### src/rtl/moore_table_fsm.sv
// moore_table_fsm: Moore sequencer whose transition graph and per-state
// outputs live in run-time writable tables. Adds enable gating, a
// saturating dwell counter and a flag for inputs with no defined transition.
module moore_table_fsm #(
  parameter int ST_W     = 2,
  parameter int IN_W     = 2,
  parameter int OUT_W    = 2,
  parameter int CNT_W    = 8,
  parameter int RESET_ST = 0
) (
  input  logic             Clk,
  input  logic             Reset,
  input  logic             Enable,
  input  logic [IN_W-1:0]  InData,
  input  logic             TrWe,
  input  logic [ST_W-1:0]  TrState,
  input  logic [IN_W-1:0]  TrIn,
  input  logic [ST_W-1:0]  TrNext,
  input  logic             TrValid,
  input  logic             OutWe,
  input  logic [ST_W-1:0]  OutState,
  input  logic [OUT_W-1:0] OutVal,
  output logic [ST_W-1:0]  State,
  output logic [OUT_W-1:0] OutData,
  output logic             Changed,
  output logic             Miss,
  output logic [CNT_W-1:0] Dwell
);

  localparam int NUM_ST = 2 ** ST_W;
  localparam int IDX_W  = ST_W + IN_W;
  localparam int NUM_TR = 2 ** IDX_W;

  // Transition table entries {valid, next} and the per-state output table
  logic [NUM_TR-1:0] tr_valid;
  logic [ST_W-1:0]   tr_next [NUM_TR];
  logic [OUT_W-1:0]  out_tab [NUM_ST];

  logic [IDX_W-1:0]  lk_idx;
  logic [IDX_W-1:0]  wr_idx;
  logic              e_valid;
  logic [ST_W-1:0]   e_next;
  logic              take;
  logic              moved;
  logic [ST_W-1:0]   enter;
  logic [OUT_W-1:0]  out_enter;

  // Dwell counter increment that sticks at all-ones
  function automatic logic [CNT_W-1:0] sat_inc(input logic [CNT_W-1:0] v);
    return (v == {CNT_W{1'b1}}) ? v : v + CNT_W'(1);
  endfunction

  assign lk_idx  = {State, InData};
  assign wr_idx  = {TrState, TrIn};
  // Lookup reads the table before this edge's write lands
  assign e_valid = tr_valid[lk_idx];
  assign e_next  = tr_next[lk_idx];
  assign take    = Enable && e_valid;
  assign moved   = take && (e_next != State);
  assign enter   = take ? e_next : State;
  // A write to the output entry of the state being entered wins over the old value
  assign out_enter = (OutWe && (OutState == enter)) ? OutVal : out_tab[enter];

  // Configuration writes: accepted every cycle, independent of Enable
  always_ff @(posedge Clk or posedge Reset) begin
    if (Reset) begin
      tr_valid <= '0;
      for (int i = 0; i < NUM_TR; i++) tr_next[i] <= '0;
      for (int i = 0; i < NUM_ST; i++) out_tab[i] <= '0;
    end else begin
      if (TrWe) begin
        tr_valid[wr_idx] <= TrValid;
        tr_next[wr_idx]  <= TrNext;
      end
      if (OutWe) out_tab[OutState] <= OutVal;
    end
  end

  // State register with registered Moore output, event pulses and dwell count
  always_ff @(posedge Clk or posedge Reset) begin
    if (Reset) begin
      State   <= ST_W'(RESET_ST);
      OutData <= '0;
      Changed <= 1'b0;
      Miss    <= 1'b0;
      Dwell   <= '0;
    end else if (Enable) begin
      State   <= enter;
      OutData <= out_enter;
      Changed <= moved;
      Miss    <= !e_valid;
      Dwell   <= moved ? '0 : sat_inc(Dwell);
    end else begin
      Changed <= 1'b0;
      Miss    <= 1'b0;
    end
  end

endmodule

### config.mk
export PLATFORM = sky130hd
export DESIGN_NAME = moore_table_fsm
export DESIGN_NICKNAME = d
export VERILOG_FILES = /design/src/rtl/moore_table_fsm.sv
export SDC_FILE = /design/constraint.sdc
export NUM_CORES = 1
export LEC_CHECK = 0
export ABC_CLOCK_PERIOD_IN_PS = 4740
export CAP_MARGIN = 0
export CORE_ASPECT_RATIO = 0.5
export CORE_MARGIN = 3
export CORE_UTILIZATION = 24
export DETAILED_ROUTE_END_ITERATION = 7
export MAX_ROUTING_LAYER = met4
export PLACE_DENSITY_LB_ADDON = 0.08
export SKIP_CTS_REPAIR_TIMING = 1
export SLEW_MARGIN = 5
export SYNTH_ARGS = -nofsm -noshare
export SYNTH_HDL_FRONTEND = slang
export SYNTH_SLANG_ARGS = --single-unit
### constraint.sdc
create_clock -name Clk -period 4.74 [get_ports Clk]
set_clock_uncertainty 0.2 [all_clocks]
set_input_delay 0.474 -clock Clk [delete_from_list [all_inputs] [get_ports Clk]]
set_output_delay 0.474 -clock Clk [all_outputs]
set_load 0.01 [all_outputs]
==> run summary <==
The detailed-router iteration count before antenna repair came out at 4. In this run, the number of DRC markers left after iteration 0 of detailed routing was 114. In the layout the commonest cells are sky130_fd_sc_hd__dfrtp_1 (70), sky130_fd_sc_hd__mux2_2 (58), sky130_fd_sc_hd__nor2_1 (31), sky130_fd_sc_hd__clkdlybuf4s50_1 (31), sky130_fd_sc_hd__mux4_2 (12). The share of total power dissipated in sequential elements is 41.1%.

The standard-cell row count is 29. The DRC violation count after routing is 0. The worst pin sits at a relative slew slack of 37.78%. The number of global-route vias before repair is 2,265.

The floorplan core area came out at 13,140 µm². The reported net switching power is 0.0006117 W. At the pin with the least slew margin, the transition time is 0.9334 ns. Dividing the detail-routed via count by the number of cells gives 4.469. The required time of the worst setup path is 4.75 ns. The worst setup path is captured at a flip-flop.

After synthesis, the largest family of logic cells by area is multiplexers. Leaving out fill and tap cells, the most frequent cell in the layout is sky130_fd_sc_hd__dfrtp_1. The run finished with clean final reports.

Across the VDD grid, the largest voltage drop is 0.0001736 V. The final hold violation count is 0. The last weighted congestion value of the routability-driven placer is 0.7353. For the finished layout, the period the worst path requires is 3.349 ns. The number of warnings printed during yosys synthesis is 0. The overall fraction of global-route tracks in use came out at 11.78%.

The post-synthesis xor/xnor area fraction is 2.351%. The number of antenna violations at the first check in global routing is 0. The area fraction in and, or, nand and nor cells after synthesis is 9.328%.

The max-slew violation total from the final report came out at 0. The final critical-path setup slack is 1.391 ns. The average routed wire per standard cell came out at 16.67 µm. The number of cells in the finished layout apart from fillers is 475.

The TritonCTS sink count is 70. The fraction of final layout cells sized beyond drive strength 1 is 32.18%. The first global-routing pass estimated 13,280 µm of wire.

Dividing the synthesized area by the synthesized cell count gives 13.52 µm². The proportion of total power due to net switching is 28.73%. The post-synth net total came out at 267. The internal cell power came out at 0.001517 W. During placement, the flow inserted port buffers numbering 31.

Along the worst path, the maximum fanout reaches 9. The number of nets still failing antenna checks after routing is 0. TritonCTS built the clock tree. The clock slew at the register clock pins of the worst setup and hold paths is 0.06 ns. Summing over every cut layer, the via total after detailed routing is 2,123. The ratio of total power to cell area is 509.9 nW/µm². The wire-length estimate of the detail-placed layout is 5763 µm. The H-tree depth came out at 3. The worst setup path is launched from an input pin.

The synthesized netlist occupies a cell area of 3353 µm². The adder and majority gate portion of the synthesized area is 0.3731%. The buffer type at the clock tree root is sky130_fd_sc_hd__clkbuf_16.

The number of synthesized register bits came out at 70. The final wirelength came out at 7919 µm. The die boundary width came out at 173.2 µm. Power comes to 0.002129 W. For this run the aggregate overflow at the end of global routing stands at 0.

The tightest min-delay check is of the reg -> reg type. The data arrival at the endpoint of the critical path is 3.36 ns. Setup repair after global routing left no endpoint under its margin. The floorplan die height is 89.58 µm. Max-cap violations in this run came to 0. The initial utilization of the core area, before any placement, comes to 25.53%. The total inserted antenna cells came out at 0. The final sum of negative setup slack came out at 0 ns.

The maximum number of buffers from clock root to sink is 2. Static timing analysis puts the maximum clock frequency at 298.6 MHz. The combinational fraction of design power is 27.0%. At the later pin of the worst-skew pair, clock insertion delay measures 0.33 ns.

The leakage dissipation is 1.704 nW. The pre-CTS setup slack is 1.006 ns. The pin count of the biggest net entering global routing came out at 45.

The die covers 15,510 µm². The end-of-flow core utilization is 31.79%. The layout net count came out at 303. The clock power share is 31.9%. Of the synthesized area, sequential elements account for 52.24%. The number of instances in the synthesized netlist is 248. Summing the areas of all compound-gate instances in the mapped netlist gives 2.910% of the synthesized area. The synthesis-to-layout area growth is 24.51%.

The multiplexer area fraction after synthesis is 31.31%. The distinct cell type count of the synthesized netlist came out at 33. The placed instance count is 459. By startpoint and endpoint, the worst setup path is classified as in -> reg. The final period utilization came out at 70.66%. The clock buffer count from CTS is 9. Setup violations remaining at the end of the flow were counted as 0. The number of top-level design ports is 32.
## critical path, stage by stage
cell,delay [ns]
sky130_fd_sc_hd__clkdlybuf4s50_1,0.89
sky130_fd_sc_hd__mux4_2,0.59
sky130_fd_sc_hd__mux2_2,0.29
sky130_fd_sc_hd__a31oi_1,0.17
sky130_fd_sc_hd__a21o_1,0.23
sky130_fd_sc_hd__mux4_2,0.53
sky130_fd_sc_hd__o21ai_0,0.10
sky130_fd_sc_hd__a21oi_1,0.08
## cell families after synthesis
family	count (synthesis)
compound gates	13
fa+ha+maj	1
buf+inv	11
flops	70
mux	78
xor+xnor	9
simple gates	66
## final timing paths
path | cells after the start | from | endpoint | slack, ns
min reg2reg | 1 | tr_valid[8]$_DFFE_PP0P_ | tr_valid[8]$_DFFE_PP0P_ | 0.30
min | 1 | tr_valid[8]$_DFFE_PP0P_ | tr_valid[8]$_DFFE_PP0P_ | 0.30
min in group asynchronous | 2 | Reset | tr_next[20]$_DFFE_PP0P_ | 0.46
max reg2reg | 7 | State[1]$_DFFE_PP0P_ | OutData[1]$_DFFE_PP0P_ | 1.89
max | 8 | InData[0] | OutData[1]$_DFFE_PP0P_ | 1.39
max in group asynchronous | 3 | Reset | tr_next[29]$_DFFE_PP0P_ | 2.99
## synthesized netlist by cell type (all sizes together)
library cell  number  area share [%]
a21o               1            0.22
a21oi              3            0.56
a22oi              2            0.45
a31oi              3            0.56
a41oi              1            0.26
and2               1            0.19
and3               1            0.19
buf                2            0.48
clkbuf             6            0.67
dfrtp             70              52
ha                 1            0.37
inv                3            0.34
mux2              60              20
mux2i              4             1.3
mux4              14             9.6
nand2             10             1.1
nand2b             8             1.5
nand3              3            0.45
nand3b             4            0.90
nand4              4            0.75
nor2              31             3.5
nor2b              3            0.56
nor3b              1            0.22
o21ai              2            0.41
o2bb2ai            1            0.45
xnor2              4             1.0
xor2               5             1.3
## layout make-up
cell class              count  area (µm²)
multi-input cells         167        1551
clock buffers              13       260.3
flip-flops and latches     70        1752
inverters                   3       11.26
clock inverters             3       42.54
repair buffers             33       325.3
fillers                  1345        8960
well taps                 186       232.7
## registers in the layout, summed over array words and instances, names as in the netlist
register	count
Changed	1
Dwell	8
Miss	1
OutData	2
State	2
out_tab	8
tr_next	32
tr_valid	16
## power by group through the flow
stage | Combinational (W) | Clock [W] | Sequential (W)
after global routing | 0.000633 | 0.000729 | 0.000903
final | 0.000574 | 0.000679 | 0.000876
after detailed placement | 0.000584 | 0 | 0.000886
after CTS | 0.000586 | 0.000703 | 0.000877
after global placement | 0.000571 | 0 | 0.000890
after floorplan | 0.000401 | 0 | 0.000844
## layer usage
metal  global-route usage, %  vias up  part of all wire (%)
met5                       -        -                     0
met4                   3.968        0                   1.1
met3                   3.694        7                   3.8
met2                   16.46       35                    42
met1                   16.17     1106                    53
li1                        -      975                     -
## per-stage QoR
stage / hold WS, ns / instance area, µm²
detailed placement: 0.2923 / 3872
global placement: 0.2817 / 3872
finish: 0.3008 / 4175
floorplan: 0.2703 / 3353
CTS: 0.3050 / 4175
global route: 0.3193 / 4175
Power figures use the tool's default switching activity.
